--- src/rtl/gpx_hit_writer.sv ---
// ---------------------------------------------------------------------------
// gpx_hit_writer
//
// Collects TDC stop results (hits) for each laser shot and packs them into a
// 512x32 result RAM as frames of shot records. Each shot record is a header
// word followed by up to MAX_HITS hit words. The header slot is reserved
// when the shot starts and filled in once the acceptance window closes. Only
// then are the final hit count and the overflow (drop) flag known.
//
// When the frame can no longer hold a worst-case shot, the block raises
// frame_done. It then stays in HOLD, ignoring shots, until the consumer
// returns frame_ack.
//
// Parameters
//   MAX_HITS    maximum hit words stored per shot (1..255)
//   WINDOW_CYC  shot acceptance window length in clk cycles (2..65535)
//
// Ports
//   clk          single clock, rising edge
//   rst          synchronous, active-high reset
//   shot_start   one-cycle pulse: laser fired
//   hit_valid    one-cycle strobe qualifying hit_data
//   hit_data     24-bit TDC stop result
//   frame_ack    one-cycle pulse from consumer releasing a held frame
//   wre          RAM write enable (registered)
//   wr_addr      RAM write address (registered)
//   wr_data      RAM write data (registered)
//   frame_done   one-cycle pulse: frame complete, block now holding
//   frame_words  number of words written in the current frame (0..512)
//   shot_miss    sticky: a shot_start arrived while busy and was ignored
// ---------------------------------------------------------------------------
module gpx_hit_writer #(
  parameter int unsigned MAX_HITS   = 8,
  parameter int unsigned WINDOW_CYC = 1000
) (
  input  logic        clk,
  input  logic        rst,
  input  logic        shot_start,
  input  logic        hit_valid,
  input  logic [23:0] hit_data,
  input  logic        frame_ack,
  output logic        wre,
  output logic [8:0]  wr_addr,
  output logic [31:0] wr_data,
  output logic        frame_done,
  output logic [9:0]  frame_words,
  output logic        shot_miss
);

  typedef enum logic [1:0] {
    IDLE   = 2'd0,
    WINDOW = 2'd1,
    HDR    = 2'd2,
    HOLD   = 2'd3
  } state_t;

  localparam logic [7:0]  MAX_HITS_C = 8'(MAX_HITS);
  localparam logic [15:0] WIN_LAST   = 16'(WINDOW_CYC - 1);
  // A frame is closed once the next shot (1 header + MAX_HITS hits) might
  // not fit below address 512.
  localparam logic [9:0]  HOLD_LIMIT = 10'(511 - MAX_HITS);

  state_t      state_q, state_d;

  logic [9:0]  wr_ptr_q;    // next free RAM slot; reaches 512 at most
  logic [8:0]  base_q;      // header slot reserved for the current shot
  logic [7:0]  hit_cnt_q;   // hits stored for the current shot
  logic        drop_q;      // at least one hit lost to the MAX_HITS limit
  logic [15:0] win_cnt_q;   // cycles spent in WINDOW
  logic [15:0] shot_cnt_q;  // shots completed since reset, wraps

  // Decoded actions for the current cycle.
  logic accept_shot;
  logic accept_hit;
  logic overflow_hit;
  logic write_hdr;
  logic enter_hold;
  logic take_ack;
  logic miss_set;

  // -------------------------------------------------------------------------
  // State register
  // -------------------------------------------------------------------------
  // NOTE: every clocked block uses non-blocking assignments so all registers
  // update together from the values present before the edge.
  always_ff @(posedge clk) begin
    if (rst) begin
      state_q <= IDLE;
    end else begin
      state_q <= state_d;
    end
  end

  // -------------------------------------------------------------------------
  // Next-state and action decode
  // -------------------------------------------------------------------------
  // NOTE: each output of this block is given a default first, so no path can
  // leave one unassigned and infer a latch.
  always_comb begin
    state_d      = state_q;
    accept_shot  = 1'b0;
    accept_hit   = 1'b0;
    overflow_hit = 1'b0;
    write_hdr    = 1'b0;
    enter_hold   = 1'b0;
    take_ack     = 1'b0;
    miss_set     = 1'b0;

    case (state_q)
      IDLE: begin
        if (shot_start) begin
          accept_shot = 1'b1;
          state_d     = WINDOW;
        end
      end

      WINDOW: begin
        miss_set = shot_start;
        if (hit_valid) begin
          if (hit_cnt_q < MAX_HITS_C) begin
            accept_hit = 1'b1;
          end else begin
            overflow_hit = 1'b1;
          end
        end
        // A hit on the final window cycle is still taken above.
        if (win_cnt_q == WIN_LAST) begin
          state_d = HDR;
        end
      end

      HDR: begin
        miss_set  = shot_start;
        write_hdr = 1'b1;
        if (wr_ptr_q > HOLD_LIMIT) begin
          enter_hold = 1'b1;
          state_d    = HOLD;
        end else begin
          state_d = IDLE;
        end
      end

      HOLD: begin
        // An ack wins over a coincident shot_start: the shot is dropped and
        // shot_miss ends cleared.
        if (frame_ack) begin
          take_ack = 1'b1;
          state_d  = IDLE;
        end else begin
          miss_set = shot_start;
        end
      end

      default: begin
        state_d = IDLE;
      end
    endcase
  end

  // -------------------------------------------------------------------------
  // Datapath and registered RAM port
  // -------------------------------------------------------------------------
  always_ff @(posedge clk) begin
    if (rst) begin
      wre        <= 1'b0;
      wr_addr    <= '0;
      wr_data    <= '0;
      frame_done <= 1'b0;
      shot_miss  <= 1'b0;
      wr_ptr_q   <= '0;
      base_q     <= '0;
      hit_cnt_q  <= '0;
      drop_q     <= 1'b0;
      win_cnt_q  <= '0;
      shot_cnt_q <= '0;
    end else begin
      wre        <= 1'b0;
      frame_done <= enter_hold;

      if (accept_shot) begin
        base_q    <= wr_ptr_q[8:0];
        wr_ptr_q  <= wr_ptr_q + 10'd1;
        hit_cnt_q <= '0;
        drop_q    <= 1'b0;
        win_cnt_q <= '0;
      end

      if (state_q == WINDOW) begin
        win_cnt_q <= win_cnt_q + 16'd1;
      end

      if (accept_hit) begin
        wre       <= 1'b1;
        wr_addr   <= wr_ptr_q[8:0];
        wr_data   <= {4'h5, hit_cnt_q[3:0], hit_data};
        wr_ptr_q  <= wr_ptr_q + 10'd1;
        hit_cnt_q <= hit_cnt_q + 8'd1;
      end

      if (overflow_hit) begin
        drop_q <= 1'b1;
      end

      if (write_hdr) begin
        wre        <= 1'b1;
        wr_addr    <= base_q;
        wr_data    <= {4'hA, drop_q, 3'b000, hit_cnt_q, shot_cnt_q};
        shot_cnt_q <= shot_cnt_q + 16'd1;
      end

      if (take_ack) begin
        wr_ptr_q  <= '0;
        shot_miss <= 1'b0;
      end else if (miss_set) begin
        shot_miss <= 1'b1;
      end
    end
  end

  // The header of a finished shot fills its reserved slot, so the write
  // pointer is also the frame length.
  assign frame_words = wr_ptr_q;

endmodule

--- config.mk ---
export PLATFORM = sky130hd
export DESIGN_NAME = gpx_hit_writer
export DESIGN_NICKNAME = d
export VERILOG_FILES = /design/src/rtl/gpx_hit_writer.sv
export SDC_FILE = /design/constraint.sdc
export NUM_CORES = 1
export LEC_CHECK = 0
export ABC_AREA = 1
export CORE_MARGIN = 4
export CORE_UTILIZATION = 50
export CTS_CLUSTER_DIAMETER = 120
export DETAILED_ROUTE_END_ITERATION = 16
export DONT_BUFFER_PORTS = 1
export PLACE_DENSITY_LB_ADDON = 0.15
export SETUP_SLACK_MARGIN = 0.15
export SYNTH_ARGS = -nofsm -noshare
export SYNTH_HDL_FRONTEND = slang
export SYNTH_SLANG_ARGS = --single-unit
--- constraint.sdc ---
create_clock -name clk -period 5.4 [get_ports clk]
set_clock_uncertainty 0.15 [all_clocks]
set_input_delay 0.81 -clock clk [delete_from_list [all_inputs] [get_ports clk]]
set_output_delay 0.81 -clock clk [all_outputs]
set_load 0.1 [all_outputs]
## Word-level counts from Yosys, hierarchy flattened

Index checks and enable logic that the tools add are counted.

| word-level totals | value |
|---|---|
| register bits | 105 |
| bits in latches | 0 |
| memory bits (writable) | 0 |
| ROM bits | 0 |
| input port bits | 29 |
| output and inout bits | 54 |
| word-level logic and storage cells | 70 |
| memories kept | 0 |

| operators by class | value |
|---|---|
| add/subtract/negate cells | 4 |
| multipliers | 0 |
| divide/modulo/power cells | 0 |
| magnitude comparators | 2 |
| equality and inequality tests | 7 |
| shifts and indexed selects | 0 |
| muxes and demuxes | 33 |
| bitwise gates (word level) | 1 |
| reductions and logical operators | 10 |

Operator list:

| kind | number |
|---|---|
| 2-to-1 mux 32 bit | 2 |
| adder 16 x 1 -> 16 bit, second input constant | 2 |
| 2-to-1 mux 16 bit | 2 |
| 2-to-1 mux 10 bit | 2 |
| 2-to-1 mux 9 bit | 2 |
| 2-to-1 mux 1 bit | 17 |
| == test 16 x 10 -> 1 bit, second input constant | 1 |
| 2-to-1 mux 8 bit | 2 |
| adder 10 x 1 -> 10 bit, second input constant | 1 |
| greater-than comparator 10 x 9 -> 1 bit, second input constant | 1 |
| adder 8 x 1 -> 8 bit, second input constant | 1 |
| < comparator 8 x 4 -> 1 bit, second input constant | 1 |
| 2-to-1 mux 2 bit | 4 |
| case mux 2 bit (4 select lines) | 1 |
| nonzero test 2 bit | 4 |
| OR reduction 2 bit | 4 |
| inequality test 2 bit, second input constant | 3 |
| == test 2 bit, second input constant | 2 |
| AND reduction 3 bit | 1 |
| == test 2 x 1 -> 1 bit, second input constant | 1 |
| zero test 2 bit | 1 |
| case mux 1 bit (2 select lines) | 1 |
| NOT 1 bit | 1 |

## Logic depth before layout (Yosys ltp)

Gate-level depths: netlist of the first run.

| depth | value |
|---|---|
| depth in word-level cells | 6 |
| gate-level depth with buffers | 13 |
| depth with buffers taken out | 11 |

## Worst setup path before layout of the first run

No wires, ideal clock.

| timing | value |
|---|---|
| path kind | reg2out |
| start point | register wr_data[29] (netlist name) |
| end point | output wr_data[31] |
| arrival time | 1373 ps |
| data required time | 4440 ps |
| path slack | 3067 ps |
| cell stages (with the launch flop) | 2 |
| buffers on the path | 1 |
| cell sequence | dfxtp_1 -> buf_4 |

RTL lines:

| element | RTL line | RTL |
|---|---|---|
| end: declaration | 44 | `output logic [31:0] wr_data,` |

## Worst setup path after layout of the first run

| timing | value |
|---|---|
| start point | register state_q[1] |
| end point | register wr_data[2] |

| between the ends | value |
|---|---|
| word-level cells in the longest chain between the ends | 3 |
| elaborated cells on any way between the ends | 6 |
| those cells by class | eq/ne (2); mux (3); reduce/logical (1) |

Ends and longest elaborated chain:

| element | RTL line | RTL |
|---|---|---|
| start: declaration | 63 | `state_t state_q, state_d;` |
| start signal: assignment | 90 | `state_q <= state_d;` |
| == test 2 bit or == test 2 x 1 -> 1 bit (tied branches) | 109 | `case (state_q)` |
| 2-to-1 mux 1 bit | 109 |  |
| 2-to-1 mux 32 bit or nonzero test 2 bit (tied branches) | - |  |
| end signal: assignment | 195 | `wr_data <= {4'h5, hit_cnt_q[3:0], hit_data};` |
| end signal: assignment | 207 | `wr_data <= {4'hA, drop_q, 3'b000, hit_cnt_q, shot_cnt_q};` |

Several ways; a longest one is shown, not always the timed one.
A chain may end at the register's enable or synchronous reset.

==> flow_summary_export.csv, run 1 <==
group,metric,value,unit
run_status,status,"complete, no violations",
die,core,0.00928,sq mm
detailed_routing,wl_per_cell,14.5,um
logic_synthesis,synth.most_common_cell,"nand2_1",
cells_and_area,n_antenna_cell,0,
sta,slew_headroom,23.4,%
setup_path,worst-path-stages,11,
setup_path,critPathArrivalTime,3.02,ns
cells_and_area,fin_area,0.00501,sq mm
power_and_ir_drop,powerDensity,483,mW/mm^2
min_path,min-delay-path-class,"reg2reg",
sta,setup_viol,0,
setup_path,crit_type,"reg2reg",
clocking,cts_hold_buf,0,
clocking,clock_sinks,104,
sta,hold_violations,0,
cells_and_area,nets,704,
clocking,worstSkewPairLatency,0.38,ns
detailed_routing,drtIter0Drc,225,
detailed_routing,drtPass1Iterations,5,
die,io_pins,83,
global_routing,antenna_found_initial,0,
setup_path,critPathSlowestCell,"ha_1",
clocking,cts-root-buf,"clkbuf_8",
global_routing,grt_pass1_wl,19500,um
clocking,cts_buffers,9,
sta,rsz0062_at_grt,"false",
logic_synthesis,synth_edf_count,0,
logic_synthesis,netlist_top_cells_area,"dfxtp_1 43%, nand2_1 11%, a21oi_1 9.1%",
die,row_count,35,
clocking,cts.path.max_buffers,2,
setup_path,cpLargestDelayFamily,"simple AND/OR/NAND/NOR gates",
logic_synthesis,seq_area_frac_synth,43.3,%
setup_path,slowest_delay,0.60,ns
power_and_ir_drop,ir_drop,317,uV
logic_synthesis,avgSynthCellArea,7.02,sq um
setup_path,cp.required,5.53,ns
setup_path,ff2ff_path_depth,11,
cells_and_area,layout-drive-gt1-share,4.32,%
setup_path,critPathMaxFanout,33,
clocking,clkTransAtPathRegs,0.11,ns
detailed_routing,vias_per_cell,5.35,
logic_synthesis,synth-main-ff-cell,"dfxtp_1",
sta,fmax,346,MHz
placement,dpl-instance-area,0.00482,sq mm
run,max-cap-violations,0,
setup_path,crit_buf_inv,4,
logic_synthesis,ys_types,33,
detailed_routing,drc_errors,0,
setup_path,critPathCaptureType,"flop",
sta,period_needed,2.89,ns
setup_path,critPathLaunchType,"flop",
logic_synthesis,synth-seq-cells,104,
placement,hpwl,8150,um
setup_path,r2r_end,"wr_data[2]$_SDFFE_PP0P_",
logic_synthesis,synthesis.instances,684,
logic_synthesis,synth_commonest_cells,"140 x nand2_1, 104 x dfxtp_1, 87 x a21oi_1",
logic_synthesis,syn_nets,722,
clocking,htreeDepth,3,
clocking,post_cts_buffers,0,
setup_path,startpoint,"state_q[1]$_SDFFE_PP0P_",
setup_path,reg2reg_slack,2.51,ns
die,die_w,106,um
clocking,cts-resized-gates,0,
logic_synthesis,yosysTopAreaCell,"dfxtp_1",
die,die_area,0.0112,sq mm
placement,gp_congestion,0.843,
logic_synthesis,synth_top_area_share,43.3,%
setup_path,cp-endpoint,"wr_data[2]$_SDFFE_PP0P_",
global_routing,grt_use_total,21.2,%
power_and_ir_drop,p_total,2.42,mW
cells_and_area,syn2layout_area_growth,4.38,%
logic_synthesis,ys_async_sr_fraction,0,%
setup_path,r2r_start,"state_q[1]$_SDFFE_PP0P_",
die,die_h,106,um
power_and_ir_drop,leakagePower,1.95,nW
sta,period_share,53.5,%
clocking,cts_tree,"yes",
logic_synthesis,yosysWarnings,0,
global_routing,grt_max_degree,44,
die,start_util,51.8,%
placement,io_buffers,0,
sta,worstMarginPinSlew,1.15,ns
sta,setup_tns,0,ns
global_routing,overflow,0,
cells_and_area,post-route-util,54.0,%
sta,slew_viol_final,0,
detailed_routing,ant_nets,0,
global_routing,first_global_vias,4126,
detailed_routing,wl,11600,um
detailed_routing,dr_total_vias,4282,
setup_path,crit_chain,"inv_1 -> ha_1 -> nand2_2 -> inv_4 -> nand4_4 -> nand2_4 -> inv_4 -> nand2_1 -> nand3_1 -> nand2_1 -> inv_1",
logic_synthesis,synth_area,0.00480,sq mm
## layer usage
metal  routed length (um)  vias to the layer above  GRT usage [%]  share of wire (%)
met2                 5540                      103           35.7                 48
met1                 5210                     1975           26.4                 45
met4                  131                        0           5.46                1.1
met3                  679                       12           6.62                5.9
li1                     -                     2192              -                  -
met5                    0                        -              0                  0
## worst min path at each step
stage                                    startpoint                         to  slack, ns  depth (start not counted)
after floorplan           hit_cnt_q[5]$_SDFFE_PP0P_  hit_cnt_q[5]$_SDFFE_PP0P_       0.29                          2
after global placement          drop_q$_SDFFE_PP0P_   wr_data[27]$_SDFFE_PP0P_       0.30                          2
after detailed placement        drop_q$_SDFFE_PP0P_        drop_q$_SDFFE_PP0P_       0.30                          2
after CTS                                       rst   wr_data[29]$_SDFFE_PP0P_       0.31                          1
after global routing                            rst  hit_cnt_q[0]$_SDFFE_PP0P_       0.29                          1
final                           drop_q$_SDFFE_PP0P_        drop_q$_SDFFE_PP0P_       0.32                          2
## final cells by class
| type | instances | area [sq um] |
|---|---|---|
| tap | 129 | 161 |
| multi-input combinational | 466 | 2240 |
| fill | 967 | 4270 |
| clock buffer | 9 | 124 |
| clock inverter | 7 | 67.6 |
| sequential | 104 | 2080 |
| inverter | 82 | 313 |
| timing repair buffer | 3 | 22.5 |
## state kept, by name, summed over array words and instances, names as in the netlist, 2 cells and up
name,cells
shot_cnt_q,16
win_cnt_q,16
wr_data,30
frame_words,10
base_q,9
hit_cnt_q,8
state_q,2
wr_addr,9
## worst min-delay path: cells and delay by family (launching register included)
| kind | cells | cell delay, ns |
|---|---|---|
| DFF | 1 | 0.33 |
| and+or+nand+nor | 1 | 0.06 |
| AOI/OAI and AO/OA | 1 | 0.05 |
## power by group
group	total, mW	internal [mW]	switching (mW)
Combinational	0.514	0.137	0.378
Clock	0.481	0.183	0.299
Sequential	1.43	0.865	0.563
Total	2.42	1.18	1.24
## placed cells by master, fill, tap and decap left out, drive strengths merged
| cell type | count |
|---|---|
| nand2 | 143 |
| dfxtp | 104 |
| a21oi | 87 |
| inv | 87 |
| nor2 | 78 |
| nand3 | 49 |
| o21ai | 42 |
| o22ai | 15 |
| nor3 | 15 |
| ha | 9 |
| clkbuf | 9 |
| nand4 | 8 |
| xor2 | 7 |
| a31oi | 4 |
| buf | 3 |
| a211oi | 2 |
| a22oi | 2 |
| clkinv | 1 |
| o211ai | 1 |
| o21bai | 1 |
| nor3b | 1 |
| o21a | 1 |
| and3 | 1 |
| clkinvlp | 1 |
## cell families (layout without fill, tap and decap cells)
| group | count (synthesis) | count (layout) | share of synthesized area [%] |
|---|---|---|---|
| compound gates | 155 | 155 | 17.0 |
| xor+xnor | 7 | 7 | 1.28 |
| fa+ha+maj | 9 | 9 | 2.34 |
| buf+inv | 114 | 101 | 10.0 |
| flops | 104 | 104 | 43.3 |
| simple gates | 295 | 295 | 26.0 |
## through the flow
step	hold slack (ns)	worst slack, ns	instances
final	0.316	2.51	800
after global routing	0.293	2.13	800
after CTS	0.314	2.49	800
after detailed placement	0.299	2.49	784
after global placement	0.302	2.60	784
after floorplan	0.288	3.07	684
Power figures use the tool's default switching activity.
==> run 2: changes to the inputs <==
==> constraint.sdc (replaced) <==
create_clock -name clk -period 2.3 [get_ports clk]
set_clock_uncertainty 0.15 [all_clocks]
set_input_delay 0.345 -clock clk [delete_from_list [all_inputs] [get_ports clk]]
set_output_delay 0.345 -clock clk [all_outputs]
set_load 0.1 [all_outputs]
==> run 2 against run 1 <==
  * Hold slack lost 0.29 ns
  * Core utilization grew 5.1 points
  * Die area is the same
  * Cell area grew 9.4%
  * Maximum frequency grew 49%
  * Cell count grew 7.4%
  * Via count grew 5.1%
  * Critical path type unchanged
  * Critical endpoint is now wr_data[9]$_SDFFE_PP0P_
  * Largest cell class unchanged
==> flow_summary_export.csv, run 2 (synthesized netlist as in run 1, its figures left out) <==
group,metric,value,unit
run_status,status,"complete, no violations",
sta,worstMarginPinSlew,0.557,ns
setup_path,slowest_delay,0.35,ns
die,start_util,51.8,%
sta,slew_headroom,62.9,%
die,io_pins,83,
power_and_ir_drop,p_int,3.11,mW
min_path,hold_path_depth,2,
detailed_routing,top_layer,"met4",
detailed_routing,ant_nets,0,
setup_path,ff2ff_path_depth,11,
power_and_ir_drop,ir_drop,842,uV
global_routing,grt_pass1_wl,19900,um
cells_and_area,seq_area,0.00209,sq mm
setup_path,r2r_start,"state_q[1]$_SDFFE_PP0P_",
cells_and_area,multi_input_area,0.00225,sq mm
sta,hold_violations,0,
cells_and_area,syn2layout_area_growth,14.1,%
detailed_routing,drc_errors,0,
detailed_routing,wl_met3,721,um
sta,whs,0.0301,ns
setup_path,r2r_end,"wr_data[9]$_SDFFE_PP0P_",
setup_path,critPathArrivalTime,2.06,ns
min_path,hp-start,"hit_data[15]",
min_path,min-delay-path-class,"in2reg",
min_path,min_to,"wr_data[15]$_SDFFE_PP0P_",
cells_and_area,top_regs,"wr_data x30, shot_cnt_q x16, win_cnt_q x16",
cells_and_area,final_common_cell,"nand2_1",
setup_path,worst-path-stages,11,
cells_and_area,nFillCells,913,
clocking,clock_sinks,104,
clocking,cts.path.max_buffers,2,
setup_path,critPathLaunchType,"flop",
die,core,0.00928,sq mm
detailed_routing,wl_per_cell,13.6,um
sta,rsz0062_at_grt,"false",
placement,hpwl,8280,um
power_and_ir_drop,leakagePower,2.27,nW
cells_and_area,regMostFlops,"wr_data",
clocking,post_cts_buffers,0,
global_routing,antenna_found_initial,0,
cells_and_area,largest_reg_flops,30,
setup_path,crit_chain,"inv_1 -> ha_1 -> nand2_2 -> inv_4 -> nand4_4 -> nand2_4 -> inv_4 -> nand2_1 -> nand3_1 -> nand2_1 -> inv_1",
sta,period_needed,1.94,ns
placement,io_buffers,0,
setup_path,cpLargestDelayFamily,"simple AND/OR/NAND/NOR gates",
sta,setup_tns,0,ns
sta,setup_viol,0,
global_routing,grt_use_total,21.5,%
clocking,cts_tree,"yes",
global_routing,first_global_vias,4266,
cells_and_area,layout-drive-gt1-share,12.3,%
setup_path,crit_type,"reg2reg",
detailed_routing,wl,11700,um
cells_and_area,final_cell_mix,"140 x nand2_1, 100 x dfxtp_1, 87 x a21oi_1",
sta,fmax,515,MHz
sta,slew_viol_final,0,
global_routing,overflow,0,
cells_and_area,nets,763,
clocking,cts-root-buf,"clkbuf_8",
die,die_h,106,um
run,max-cap-violations,0,
power_and_ir_drop,seq_power_share,36.2,%
detailed_routing,wl_met1,5330,um
clocking,clkTransAtPathRegs,0.10,ns
power_and_ir_drop,switching_share,48.3,%
power_and_ir_drop,clock_power_share,18.9,%
setup_path,critPathCaptureType,"flop",
detailed_routing,dr_total_vias,4501,
detailed_routing,wl_met2,5580,um
detailed_routing,drtPass1Iterations,6,
power_and_ir_drop,p_switching,2.90,mW
die,die_w,106,um
cells_and_area,n_antenna_cell,0,
sta,period_share,84.4,%
detailed_routing,drtIter0Drc,213,
setup_path,reg2reg_slack,0.36,ns
setup_path,cp.required,2.42,ns
clocking,cts_buffers,9,
setup_path,crit_buf_inv,4,
clocking,worstSkewPairLatency,0.36,ns
die,die_area,0.0112,sq mm
power_and_ir_drop,powerDensity,1100,mW/mm^2
placement,gp_congestion,0.883,
setup_path,critPathSlowestCell,"dfxtp_1",
detailed_routing,vias_per_cell,5.24,
clocking,htreeDepth,3,
power_and_ir_drop,p_comb_share,44.8,%
die,row_count,35,
global_routing,grt_max_degree,42,
setup_path,critPathMaxFanout,26,
[run 2: cell count changes in the layout (fill, tap and decap cells not counted), moves of 2 or more]
cell      change
buf_4        +58
inv_8         -3
clkbuf_1      +2
dfxtp_1       -2
dfxtp_2       +2
[run 2: what timing repair did]
action	4_1_cts	5_1_grt
gates resized for setup	0	2
endpoints found under the setup margin	0	2
hold buffers	1	0
endpoints found under the hold margin	41	0
[run 2: worst max path at each step]
stage	slack, ns	to	startpoint
2_1_floorplan	0.30	frame_words[9]$_SDFFE_PP0P_	frame_words[2]$_SDFFE_PP0P_
3_3_place_gp	0.44	wr_data[0]$_SDFFE_PP0P_	state_q[1]$_SDFFE_PP0P_
3_5_place_dp	0.36	shot_cnt_q[8]$_SDFFE_PP0P_	state_q[0]$_SDFFE_PP0P_
4_1_cts	0.34	shot_cnt_q[8]$_SDFFE_PP0P_	state_q[0]$_SDFFE_PP0P_
5_1_grt	0.15	wr_data[16]$_SDFFE_PP0P_	state_q[1]$_SDFFE_PP0P_
6_report	0.36	wr_data[9]$_SDFFE_PP0P_	state_q[1]$_SDFFE_PP0P_
[run 2: cell type report]
type | instances | share of cell area [%]
clock inverters | 5 | 1.16
flip-flops and latches | 104 | 38.1
inverters | 82 | 5.70
clock buffers | 11 | 2.40
well taps | 129 | 2.94
repair buffers | 62 | 8.72
multi-input cells | 466 | 41.0
[run 2: layer usage]
| layer | GRT usage [%] | vias up |
|---|---|---|
| li1 | - | 2319 |
| met1 | 27.4 | 2061 |
| met2 | 36.6 | 115 |
| met3 | 6.31 | 6 |
| met4 | 3.70 | 0 |
| met5 | 0 | - |
[run 2: power groups by stage]
stage	sequential [mW]	clock, mW	combinational [mW]
final	2.18	1.14	2.69
after global placement	2.21	0	2.64
after floorplan	3.33	0	1.08
after CTS	2.18	1.17	2.70
after detailed placement	2.22	0	2.68
after global routing	2.21	1.25	2.88
[run 2: metrics by stage]
step	setup WS, ns	instance area, sq um	utilization [%]	total power, mW	cells
floorplan	0.296	4810	-	4.41	684
global placement	0.445	5260	56.7	4.85	842
detailed placement	0.358	5260	56.7	4.90	842
CTS	0.344	5480	59.0	6.05	859
global route	0.151	5480	59.1	6.34	859
finish	0.360	5480	59.1	6.01	859
==> run 3: changes to the inputs <==
==> constraint.sdc (replaced) <==
create_clock -name clk -period 1.8 [get_ports clk]
set_clock_uncertainty 0.15 [all_clocks]
set_input_delay 0.27 -clock clk [delete_from_list [all_inputs] [get_ports clk]]
set_output_delay 0.27 -clock clk [all_outputs]
set_load 0.1 [all_outputs]
==> run 3 against run 2 <==
  * The flow now finishes with violations (hold timing)
  * Combinational power increased by 56%
  * Power increased by 42%
  * Wire length increased by 9.6%
  * Largest cell class unchanged
==> flow_summary_export.csv, run 3 (synthesized netlist as in run 1, its figures left out) <==
group,metric,value,unit
run_status,status,"complete, but fails checks",
run_status,violations,"hold timing",
setup_path,crit_chain,"buf_4 -> ha_4 -> buf_4 -> nor2_4 -> nand2_1 -> nand2_1 -> inv_2 -> a21oi_2",
power_and_ir_drop,p_switching,4.03,mW
clocking,worstSkewPairLatency,0.37,ns
setup_path,critPathSlowestCell,"dfxtp_4",
detailed_routing,wl_per_cell,14.4,um
detailed_routing,dr_total_vias,4718,
setup_path,ff2ff_path_depth,8,
detailed_routing,vias_per_cell,5.30,
clocking,clock_sinks,104,
setup_path,cp.required,1.95,ns
global_routing,overflow,0,
setup_path,r2r_start,"state_q[1]$_SDFFE_PP0P_",
placement,hpwl,8780,um
cells_and_area,largest_reg_flops,30,
power_and_ir_drop,p_int,4.48,mW
sta,setup_viol,0,
sta,slew_viol_final,0,
placement,io_buffers,0,
clocking,cts_hold_buf,8,
cells_and_area,regMostFlops,"wr_data",
global_routing,grt_pass1_wl,20900,um
detailed_routing,drc_errors,0,
detailed_routing,wl_met1,5750,um
setup_path,critPathCaptureType,"flop",
detailed_routing,ant_nets,0,
detailed_routing,drtPass1Iterations,6,
cells_and_area,final_common_cell,"nand2_1",
detailed_routing,wl_met2,6110,um
die,start_util,51.8,%
sta,period_needed,1.67,ns
power_and_ir_drop,p_comb_share,49.3,%
cells_and_area,final_cell_mix,"134 x nand2_1, 88 x dfxtp_1, 75 x buf_4",
power_and_ir_drop,switching_share,47.4,%
setup_path,critPathMaxFanout,9,
power_and_ir_drop,seq_power_share,33.4,%
cells_and_area,n_antenna_cell,0,
die,row_count,35,
setup_path,critPathLaunchType,"flop",
setup_path,startpoint,"state_q[1]$_SDFFE_PP0P_",
placement,gp_congestion,0.871,
die,die_area,0.0112,sq mm
clocking,cts_tree,"yes",
sta,whs,-0.202,ns
sta,rsz0062_at_grt,"true",
clocking,cts-root-buf,"clkbuf_8",
placement,dp_slack,-0.0556,ns
die,die_h,106,um
min_path,min-delay-path-class,"in2reg",
detailed_routing,wl_met3,794,um
power_and_ir_drop,leakagePower,2.54,nW
setup_path,crit_type,"reg2reg",
detailed_routing,wl,12800,um
setup_path,cp-endpoint,"wr_data[13]$_SDFFE_PP0P_",
setup_path,r2r_end,"wr_data[13]$_SDFFE_PP0P_",
sta,setup_ws,0.129,ns
die,io_pins,83,
setup_path,critPathArrivalTime,1.82,ns
sta,slew_headroom,78.4,%
clocking,clkTransAtPathRegs,0.10,ns
run,max-cap-violations,0,
setup_path,reg2reg_slack,0.13,ns
die,core,0.00928,sq mm
cells_and_area,post-route-util,66.0,%
global_routing,antenna_found_initial,0,
cells_and_area,nets,796,
detailed_routing,drtIter0Drc,225,
power_and_ir_drop,clock_power_share,17.3,%
cells_and_area,layout-drive-gt1-share,23.3,%
sta,worstMarginPinSlew,0.323,ns
power_and_ir_drop,powerDensity,1390,mW/mm^2
die,die_w,106,um
cells_and_area,top_regs,"wr_data x30, shot_cnt_q x16, win_cnt_q x16",
global_routing,first_global_vias,4466,
power_and_ir_drop,ir_drop,1070,uV
clocking,cts.path.max_buffers,2,
clocking,htreeDepth,3,
global_routing,grt_use_total,22.6,%
detailed_routing,top_layer,"met4",
clocking,cts_buffers,9,
setup_path,slowest_delay,0.37,ns
power_and_ir_drop,p_total,8.51,mW
sta,fmax,598,MHz
sta,period_share,92.9,%
cells_and_area,syn2layout_area_growth,27.5,%
global_routing,grt_max_degree,44,
sta,hold_violations,44,
cells_and_area,nFillCells,832,
-- run 3: cell count changes in the layout (fill, tap and decap cells not counted), sizes merged --
cell,delta
buf,+22
nand2,+2
clkinvlp,-1
dlygate4sd3,+8
-- run 3: timing repair --
item,in CTS,in global routing
pin swaps,3,17
hold endpoints to repair,50,44
gates cloned,1,3
resized for setup,12,61
setup endpoints to repair,54,84
setup buffers,6,4
-- run 3: power by group through the flow --
| stage | registers, mW | clock network [mW] | logic (mW) |
|---|---|---|---|
| 2_1_floorplan | 4.28 | 0 | 1.49 |
| 3_3_place_gp | 2.86 | 0 | 3.60 |
| 3_5_place_dp | 2.87 | 0 | 3.66 |
| 4_1_cts | 2.82 | 1.51 | 3.87 |
| 5_1_grt | 2.88 | 1.59 | 4.47 |
| 6_report | 2.84 | 1.47 | 4.19 |
-- run 3: final cells by class --
| class | instances | area (sq um) | share of cell area (%) |
|---|---|---|---|
| Multi-Input combinational cell | 468 | 2520 | 41.1 |
| Sequential cell | 104 | 2110 | 34.4 |
| Timing Repair Buffer | 93 | 817 | 13.3 |
| Inverter | 82 | 328 | 5.35 |
| Tap cell | 129 | 161 | 2.63 |
| Clock buffer | 10 | 138 | 2.25 |
| Clock inverter | 4 | 52.6 | 0.858 |
-- run 3: worst max-delay path, delay by kind of cell (launching register included) --
| family | cells | cell delay [ns] |
|---|---|---|
| DFF | 1 | 0.37 |
| adders and majority gates | 1 | 0.20 |
| AOI/OAI and AO/OA | 1 | 0.09 |
| and+or+nand+nor | 3 | 0.43 |
| buffers and inverters | 3 | 0.37 |
-- run 3: how the worst min path moves through the flow --
stage | startpoint | end | cells after the start | slack, ns
after floorplan | hit_cnt_q[5]$_SDFFE_PP0P_ | hit_cnt_q[5]$_SDFFE_PP0P_ | 2 | 0.29
after global placement | rst | state_q[0]$_SDFFE_PP0P_ | 1 | 0.19
after detailed placement | rst | state_q[0]$_SDFFE_PP0P_ | 1 | 0.19
after CTS | rst | wr_data[29]$_SDFFE_PP0P_ | 1 | -0.21
after global routing | rst | wr_data[27]$_SDFFE_PP0P_ | 1 | -0.22
final | rst | wr_data[29]$_SDFFE_PP0P_ | 1 | -0.20
-- run 3: layer usage --
layer  GRT usage [%]  vias up
li1                -     2377
met3            4.80       13
met2            37.1      143
met5               0        -
met1            30.1     2185
met4            6.29        0
-- run 3: stage by stage --
step	std cells	hold slack, ns	cell area, sq um	setup TNS [ns]
after floorplan	684	0.288	4920	-0.0292
after global placement	854	0.190	5480	0
after detailed placement	854	0.191	5480	-0.237
after CTS	883	-0.212	5870	0
after global routing	890	-0.221	6130	0
final	890	-0.202	6130	0
